[config.mk]
export PLATFORM = sky130hd
export DESIGN_NAME = instr_encoder
export DESIGN_NICKNAME = d
export VERILOG_FILES = /design/src/rtl/instr_encoder.sv
export SDC_FILE = /design/constraint.sdc
export NUM_CORES = 1
export LEC_CHECK = 0
export ABC_AREA = 1
export CELL_PAD_IN_SITES_DETAIL_PLACEMENT = 0
export CELL_PAD_IN_SITES_GLOBAL_PLACEMENT = 1
export CORE_UTILIZATION = 42
export DETAILED_ROUTE_END_ITERATION = 10
export GPL_ROUTABILITY_DRIVEN = 0
export PLACE_DENSITY_LB_ADDON = 0.1
export SLEW_MARGIN = 10
export SYNTH_ARGS = -nofsm -noshare
export SYNTH_HDL_FRONTEND = slang
export SYNTH_SLANG_ARGS = --single-unit
[constraint.sdc]
create_clock -name clk -period 4.5 [get_ports clk]
set_clock_uncertainty 0.2 [all_clocks]
set_input_delay 0.45 -clock clk [delete_from_list [all_inputs] [get_ports clk]]
set_output_delay 0.45 -clock clk [all_outputs]
set_load 0.005 [all_outputs]
[src/rtl/instr_encoder.sv]
// Encodes register/immediate requests into 32-bit words and streams them to
// instruction memory through a small FIFO at consecutive word addresses.
//   state   | meaning
//   S_IDLE  | waiting for start
//   S_LOAD  | accepting requests, writing buffered words
//   S_DRAIN | input closed, flushing the FIFO
//   S_DONE  | one-cycle completion pulse
module instr_encoder #(
  parameter int ADDR_W     = 6,
  parameter int FIFO_DEPTH = 4
) (
  input  logic              clk,
  input  logic              reset,
  input  logic              start,
  input  logic [ADDR_W-1:0] base_addr,
  input  logic              finish,
  input  logic              in_valid,
  output logic              in_ready,
  input  logic [3:0]        in_op,
  input  logic [4:0]        in_rs,
  input  logic [4:0]        in_rt,
  input  logic [4:0]        in_rd,
  input  logic [15:0]       in_imm,
  output logic              wr_valid,
  input  logic              wr_ready,
  output logic [ADDR_W-1:0] wr_addr,
  output logic [31:0]       wr_data,
  output logic [ADDR_W:0]   word_cnt,
  output logic              err_illegal,
  output logic              done
);

  localparam int PTR_W = $clog2(FIFO_DEPTH);
  localparam logic [ADDR_W:0] CNT_MAX = {1'b1, {ADDR_W{1'b0}}};

  typedef enum logic [1:0] {S_IDLE, S_LOAD, S_DRAIN, S_DONE} state_t;

  state_t            state, state_nxt;
  logic [31:0]       mem [FIFO_DEPTH];
  logic [PTR_W-1:0]  rd_ptr, wr_ptr;
  logic [PTR_W:0]    count;
  logic              fifo_empty, fifo_full;
  logic              legal, accept, push, pop;
  logic [31:0]       enc;

  assign fifo_empty = (count == '0);
  assign fifo_full  = (count == (PTR_W+1)'(FIFO_DEPTH));
  assign in_ready   = (state == S_LOAD) && !fifo_full;
  assign wr_valid   = !fifo_empty && ((state == S_LOAD) || (state == S_DRAIN));
  assign wr_data    = wr_valid ? mem[rd_ptr] : '0;
  assign done       = (state == S_DONE);
  assign accept     = in_valid && in_ready;
  assign push       = accept && legal;
  assign pop        = wr_valid && wr_ready;

  always_comb begin
    legal = 1'b1;
    enc   = '0;
    case (in_op)
      4'd0: enc = {6'b000000, in_rs, in_rt, in_rd, 5'b00000, 6'b100000};
      4'd1: enc = {6'b000000, in_rs, in_rt, in_rd, 5'b00000, 6'b100010};
      4'd2: enc = {6'b000000, in_rs, in_rt, in_rd, 5'b00000, 6'b100100};
      4'd3: enc = {6'b000000, in_rs, in_rt, in_rd, 5'b00000, 6'b100101};
      4'd4: enc = {6'b000000, in_rs, in_rt, in_rd, 5'b00000, 6'b101010};
      4'd5: enc = {6'b100011, in_rs, in_rt, in_imm};
      4'd6: enc = {6'b101011, in_rs, in_rt, in_imm};
      4'd7: enc = {6'b001000, in_rs, in_rt, in_imm};
      4'd8: enc = {6'b000100, in_rs, in_rt, in_imm};
      default: legal = 1'b0;
    endcase
  end

  always_comb begin
    state_nxt = state;
    case (state)
      S_IDLE:  if (start) state_nxt = S_LOAD;
      S_LOAD:  if (finish) state_nxt = S_DRAIN;
      S_DRAIN: if (fifo_empty) state_nxt = S_DONE;
      S_DONE:  state_nxt = S_IDLE;
      default: state_nxt = S_IDLE;
    endcase
  end

  // Storage needs no reset: only entries between the pointers are ever read.
  always_ff @(posedge clk) begin
    if (push) mem[wr_ptr] <= enc;
  end

  always_ff @(posedge clk) begin
    if (reset) begin
      state       <= S_IDLE;
      rd_ptr      <= '0;
      wr_ptr      <= '0;
      count       <= '0;
      wr_addr     <= '0;
      word_cnt    <= '0;
      err_illegal <= 1'b0;
    end else begin
      state <= state_nxt;
      if (push) wr_ptr <= wr_ptr + PTR_W'(1);
      if (pop)  rd_ptr <= rd_ptr + PTR_W'(1);
      if (push && !pop)      count <= count + (PTR_W+1)'(1);
      else if (pop && !push) count <= count - (PTR_W+1)'(1);
      if (state == S_IDLE && start) begin
        wr_addr     <= base_addr;
        word_cnt    <= '0;
        err_illegal <= 1'b0;
      end else begin
        if (pop) begin
          wr_addr <= wr_addr + ADDR_W'(1);
          if (word_cnt != CNT_MAX) word_cnt <= word_cnt + (ADDR_W+1)'(1);
        end
        if (accept && !legal) err_illegal <= 1'b1;
      end
    end
  end

endmodule

==> flow_summary.toml, run 1 <==
[synthesis]
synth_cells = 626
syn_area_per_cell_sq_um = 10.1
yosysMostFrequentCell = "nor2_1"
ys_types = 34
synthesis.nets = 687
synth_top_area_share_pct = 55.1
synth-seq-cells = 141
synth-seq-area-share_pct = 63.0
yosysWarningCount = 0
synthFlopType = "edfxtp_1"
ys_top_cells_by_area = "edfxtp_1 55%, nor2_1 9.8%, dfxtp_1 7.9%"
synth_edf_count = 116
ys_top_cells_by_count = "165 x nor2_1, 116 x edfxtp_1, 60 x nand2_1"
synth.largest_area_cell = "edfxtp_1"
synth-async-reset-ratio_pct = 0
synthesis.area_sq_um = 6320

[global_routing]
grt_pass1_vias = 4382
antenna_found_initial = 0
grt-ovfl-total = 0
grt_pass1_wl_mm = 21.8
grt_max_degree = 59
grt_usage_pct = 18.2

[floorplanning]
die_h_microns = 125
core_area_sq_um = 14600
rows = 44
dieArea_sq_um = 15600
start_util_pct = 43.4
ios = 96
die_w_microns = 125

[route]
dr.pass1.iters = 4
via_per_inst = 4.91
routedWlPerCell_microns = 15.0
drcViolationCount = 0
final_antenna_net_count = 0
vias = 4501
drtIter0Drc = 218
wl_mm = 13.7

[pwr]
p_leak_nw = 2.97
ir_drop_mv = 0.297
p_per_area_nw_per_um2 = 493

[status]
outcome = "completed"

[final_layout]
syn2layout_area_growth_pct = 25.9
drive_gt1_share_pct = 8.73
nNetsFinal = 782
stdcell_count = 917
diodes = 0
num-fill-cells = 1290

[clock_network]
root_buffer = "clkbuf_16"
cts_tree = "built"
numCtsBuffers = 17
htree_levels = 4
cts_resized = 0
clkTransAtPathRegs_ns = 0.05
hold_buffers = 0
clock_path_buffers = 2
worstSkewPairLatency_ns = 0.41
cts.sinks = 141
cts_setup_buffers = 0

[hold_path]
hold_path_depth = 2
min_from = "rd_ptr[1]$_SDFFE_PP0P_"
min_path_type = "reg2reg"

[worst_setup_path]
r2r-start = "state[1]$_SDFFE_PP0P_"
slowest_delay_ns = 0.55
cp_slowest_cell = "clkdlybuf4s50_1"
path_max_fanout = 18
reg2reg_depth = 5
required_ns = 3.85
cpLargestDelayFamily = "buffers and inverters"
reg2reg_slack_ns = 1.94
worstPathArrival_ns = 2.82
critical_path_class = "reg2out"
cp.depth = 6
cp_cell_sequence = "inv_1 -> ha_1 -> nand2_1 -> buf_4 -> a21oi_1 -> clkdlybuf4s50_1"
critPathBufInv = 3
end_kind = "primary output"
critPathLaunchType = "flip-flop"
regToRegEndpoint = "mem[3][24]$_DFFE_PP_"

[timing]
rsz0062_at_grt = "no"
slew_viol_final = 0
tns_ns = 0
clock.fmax_ghz = 0.288
worstMarginPinSlew_ns = 0.902
period_needed_ns = 3.47
setup_viol = 0
timing_hold_violations_final = 0
relSlewSlack_pct = 39.1
finalCritPeriodShare_pct = 77.1

[place]
dp_hpwl_mm = 8.90
placed_cells = 886
port_buffers = 94

[job]
maxCapViolCount = 0
==> layout by cell type, fill, tap and decap left out, drive strengths merged <==
cell type,n
clkinvlp,2
o31ai,1
ha,13
nor2,170
o22ai,1
or2,1
o21bai,1
a22o,5
inv,55
clkinv,8
dfxtp,25
o21ai,73
edfxtp,116
nor3b,4
a21oi,45
nand3,15
o311ai,1
clkdlybuf4s50,94
fa,1
nor3,2
clkbuf,19
bufinv,1
nand2,64
buf,9
conb,1
xor2,5
nand4,1
==> layout make-up <==
cell class	instances	area (sq um)	area share, %
well taps	184	230	2.89
repair buffers	103	1010	12.7
clock buffers	19	433	5.44
flip-flops and latches	141	3990	50.1
inverters	54	203	2.55
multi-input cells	404	2000	25.1
clock inverters	12	98.8	1.24
==> worst register-to-register path: stages, from the launching register on <==
cell	delay, ns
dfxtp_1	0.34
inv_1	0.11
ha_1	0.19
nand3_2	0.21
nor3b_2	0.73
buf_4	0.44
==> layer usage <==
layer  GRT usage [%]  up-vias  wire, microns
li1                -     2296              -
met1            21.4     2099           5970
met2            32.9       98           7180
met3            4.81        8            497
met4            4.46        0             82
met5               0        -              0
==> flip-flops by register name (all words and copies together) (netlist names), named ones only <==
signal,count
state,2
word_cnt,7
wr_ptr,2
err_illegal,1
rd_ptr,2
count,3
wr_addr,6
mem,116
==> power breakdown <==
group | total, W | internal (W) | switching [W]
sequential | 0.00160 | 0.00152 | 0.0000766
clock | 0.00125 | 0.000750 | 0.000502
combinational | 0.00108 | 0.000470 | 0.000607
total | 0.00393 | 0.00274 | 0.00119
==> how the worst max path moves through the flow <==
| stage | start | endpoint | slack (ns) |
|---|---|---|---|
| 2_1_floorplan | state[1]$_SDFFE_PP0P_ | mem[0][0]$_DFFE_PP_ | 0.91 |
| 3_3_place_gp | state[1]$_SDFFE_PP0P_ | wr_data[3] | 1.44 |
| 3_5_place_dp | in_op[1] | mem[3][22]$_DFFE_PP_ | 1.39 |
| 4_1_cts | state[1]$_SDFFE_PP0P_ | wr_data[3] | 0.99 |
| 5_1_grt | state[0]$_SDFFE_PP0P_ | wr_data[26] | 0.86 |
| 6_report | state[1]$_SDFFE_PP0P_ | wr_data[28] | 1.03 |
==> per-stage QoR <==
| step | instance area [sq um] | hold WS [ns] | util [%] | power (W) | setup slack [ns] |
|---|---|---|---|---|---|
| 3_5_place_dp | 7430 | 0.280 | 50.9 | 0.00271 | 1.39 |
| 4_1_cts | 7960 | 0.299 | 54.6 | 0.00397 | 0.987 |
| 5_1_grt | 7960 | 0.323 | 54.6 | 0.00415 | 0.858 |
| 6_report | 7960 | 0.298 | 54.6 | 0.00393 | 1.03 |
| 2_1_floorplan | 6320 | 0.257 | - | 0.00226 | 0.905 |
| 3_3_place_gp | 7430 | 0.267 | 50.9 | 0.00270 | 1.44 |
==> kinds of logic after synthesis <==
kind of cell,Yosys count,share of synthesized area [%]
and+or+nand+nor,257,17.0
buffers and inverters,81,5.68
other,1,0.0593
adders and majority gates,14,2.89
AOI/OAI and AO/OA,127,10.7
xor gates and xnor gates,5,0.692
DFF,141,63.0
Note: power is estimated with default switching activity, not from simulation.
==> inputs of run 2 (changes only) <==
--- a/config.mk
+++ b/config.mk
@@ -8,7 +8,7 @@
 export ABC_AREA = 1
 export CELL_PAD_IN_SITES_DETAIL_PLACEMENT = 0
 export CELL_PAD_IN_SITES_GLOBAL_PLACEMENT = 1
-export CORE_UTILIZATION = 42
+export CORE_UTILIZATION = 38
 export DETAILED_ROUTE_END_ITERATION = 10
 export GPL_ROUTABILITY_DRIVEN = 0
 export PLACE_DENSITY_LB_ADDON = 0.1
==> constraint.sdc (replaced) <==
create_clock -name clk -period 2.9 [get_ports clk]
set_clock_uncertainty 0.2 [all_clocks]
set_input_delay 0.29 -clock clk [delete_from_list [all_inputs] [get_ports clk]]
set_output_delay 0.29 -clock clk [all_outputs]
set_load 0.005 [all_outputs]
==> run 2 against run 1 <==
  * Hold slack improved by 0.0036 ns
  * Clock power rose by 78%
  * Sequential power up 55%
  * Critical path depth did not move
  * Via count grew 0.49%
  * Sequential cell count unchanged
  * Power rose by 65%
  * Core utilization is 3.4 points lower
  * Routed wire length is 5.3% higher
  * Register-to-register slack got worse by 1.5 ns
  * Design area grew 3.2%
  * Final cell count is 3.8% higher
  * Largest power group unchanged
==> flow_summary.toml, run 2 (synthesis gave the netlist of run 1 again) <==
[final_layout]
reg_top3 = "mem x116, word_cnt x7, wr_addr x6"
regMostFlops = "mem"
drive_gt1_share_pct = 10.2
largest_reg_flops = 116
nNetsFinal = 784
diodes = 0
syn2layout_area_growth_pct = 29.9
stdcell_count = 952
layout_commonest_cell = "nor2_1"
num-fill-cells = 1448
final_cell_mix = "165 x nor2_1, 116 x edfxtp_1, 94 x clkdlybuf4s50_1"

[worst_setup_path]
cp_slowest_cell = "clkdlybuf4s50_1"
worstPathArrival_ns = 2.23
reg2reg_depth = 12
path_max_fanout = 30
regToRegEndpoint = "count[2]$_SDFFE_PP0P_"
critPathLaunchType = "flip-flop"
cp_cell_sequence = "inv_1 -> ha_4 -> nand2_1 -> buf_6 -> a21oi_1 -> clkdlybuf4s50_1"
cpLargestDelayFamily = "buffers and inverters"
end_kind = "primary output"
cp.depth = 6
critPathBufInv = 3
critical_path_class = "reg2out"
endpoint = "wr_data[3]"
crit_start = "state[0]$_SDFFE_PP0P_"
r2r-start = "state[1]$_SDFFE_PP0P_"
slowest_delay_ns = 0.53
reg2reg_slack_ns = 0.48
required_ns = 2.41

[clock_network]
numCtsBuffers = 17
root_buffer = "clkbuf_16"
clock_path_buffers = 2
clkTransAtPathRegs_ns = 0.06
cts_tree = "built"
cts.sinks = 141
htree_levels = 4
worstSkewPairLatency_ns = 0.41

[timing]
timing_hold_violations_final = 0
clock.fmax_ghz = 0.367
worstMarginPinSlew_ns = 0.669
tns_ns = 0
finalCritPeriodShare_pct = 94.0
period_needed_ns = 2.72
relSlewSlack_pct = 54.8
slew_viol_final = 0
setup_viol = 0
rsz0062_at_grt = "no"

[job]
maxCapViolCount = 0

[place]
port_buffers = 94
dp_hpwl_mm = 9.04
placed_cells = 920

[route]
drcViolationCount = 0
routedWlPerCell_microns = 15.2
vias = 4523
drtIter0Drc = 244
dr.pass1.iters = 4
wl_mm = 14.5
final_antenna_net_count = 0
via_per_inst = 4.75

[hold_path]
min_path_type = "reg2reg"

[floorplanning]
core_area_sq_um = 16100
die_w_microns = 131
start_util_pct = 39.4
rows = 46
ios = 96
dieArea_sq_um = 17200
die_h_microns = 131

[pwr]
ir_drop_mv = 0.486
p_per_area_nw_per_um2 = 788
p_total_w = 0.00647
p_leak_nw = 3.05

[global_routing]
grt_pass1_wl_mm = 22.8
grt-ovfl-total = 0
grt_max_degree = 35
antenna_found_initial = 0
grt_pass1_vias = 4487
grt_usage_pct = 18.2

[status]
outcome = "completed"
[run 2: cell types whose count changed in the layout (fill, tap and decap cells not counted), sizes merged]
cell      previous run  this run
bufinv               1         2
buf                  9        11
clkinv               8         4
clkinvlp             2         1
clkbuf              19        24
[run 2: worst min-delay path by stage]
stage | start | endpoint | slack [ns] | depth (start not counted)
finish | rd_ptr[0]$_SDFFE_PP0P_ | rd_ptr[0]$_SDFFE_PP0P_ | 0.30 | 1
global route | rd_ptr[0]$_SDFFE_PP0P_ | rd_ptr[0]$_SDFFE_PP0P_ | 0.33 | 1
CTS | rd_ptr[0]$_SDFFE_PP0P_ | flip-flop | 0.30 | 1
detailed placement | rd_ptr[0]$_SDFFE_PP0P_ | rd_ptr[0]$_SDFFE_PP0P_ | 0.29 | 1
global placement | rd_ptr[0]$_SDFFE_PP0P_ | rd_ptr[0]$_SDFFE_PP0P_ | 0.27 | 1
floorplan | reset | state[1]$_SDFFE_PP0P_ | 0.16 | 1
[run 2: cell type report]
cell class	count	area (sq um)	share of cell area, %
sequential	141	3990	48.5
multi-input combinational	404	2040	24.8
timing repair buffer	105	1090	13.3
clock buffer	24	524	6.38
tap	216	270	3.29
inverter	54	203	2.47
clock inverter	8	100	1.22
[run 2: layer usage]
layer  global-route usage [%]  vias up  share of wire [%]
li1                         -     2297                  -
met1                     22.3     2131                 44
met2                     31.3       84                 51
met3                     3.66       11                3.3
met4                     7.44        0                1.2
met5                        0        -                  0
[run 2: metrics by stage]
step | hold slack (ns) | utilization (%) | area, sq um | setup WS [ns]
floorplan | 0.159 | - | 6320 | -0.695
global placement | 0.270 | 47.0 | 7550 | 0.403
detailed placement | 0.289 | 47.0 | 7550 | 0.370
CTS | 0.302 | 51.0 | 8190 | 0.00114
global route | 0.328 | 51.2 | 8220 | 0.000384
finish | 0.302 | 51.2 | 8220 | 0.175
[run 2: power breakdown]
part	internal (W)	total, W	switching (W)
logic	0.000792	0.00177	0.000978
registers	0.00236	0.00248	0.000120
clock network	0.00144	0.00223	0.000787
total	0.00459	0.00647	0.00189
[run 2: what timing repair did]
| item | in CTS | in global routing |
|---|---|---|
| gates resized for setup | 4 | 5 |
| hold buffers | 0 | 0 |
| buffers inserted | 0 | 0 |
| gates cloned | 0 | 0 |
| endpoints found under the setup margin | 6 | 32 |
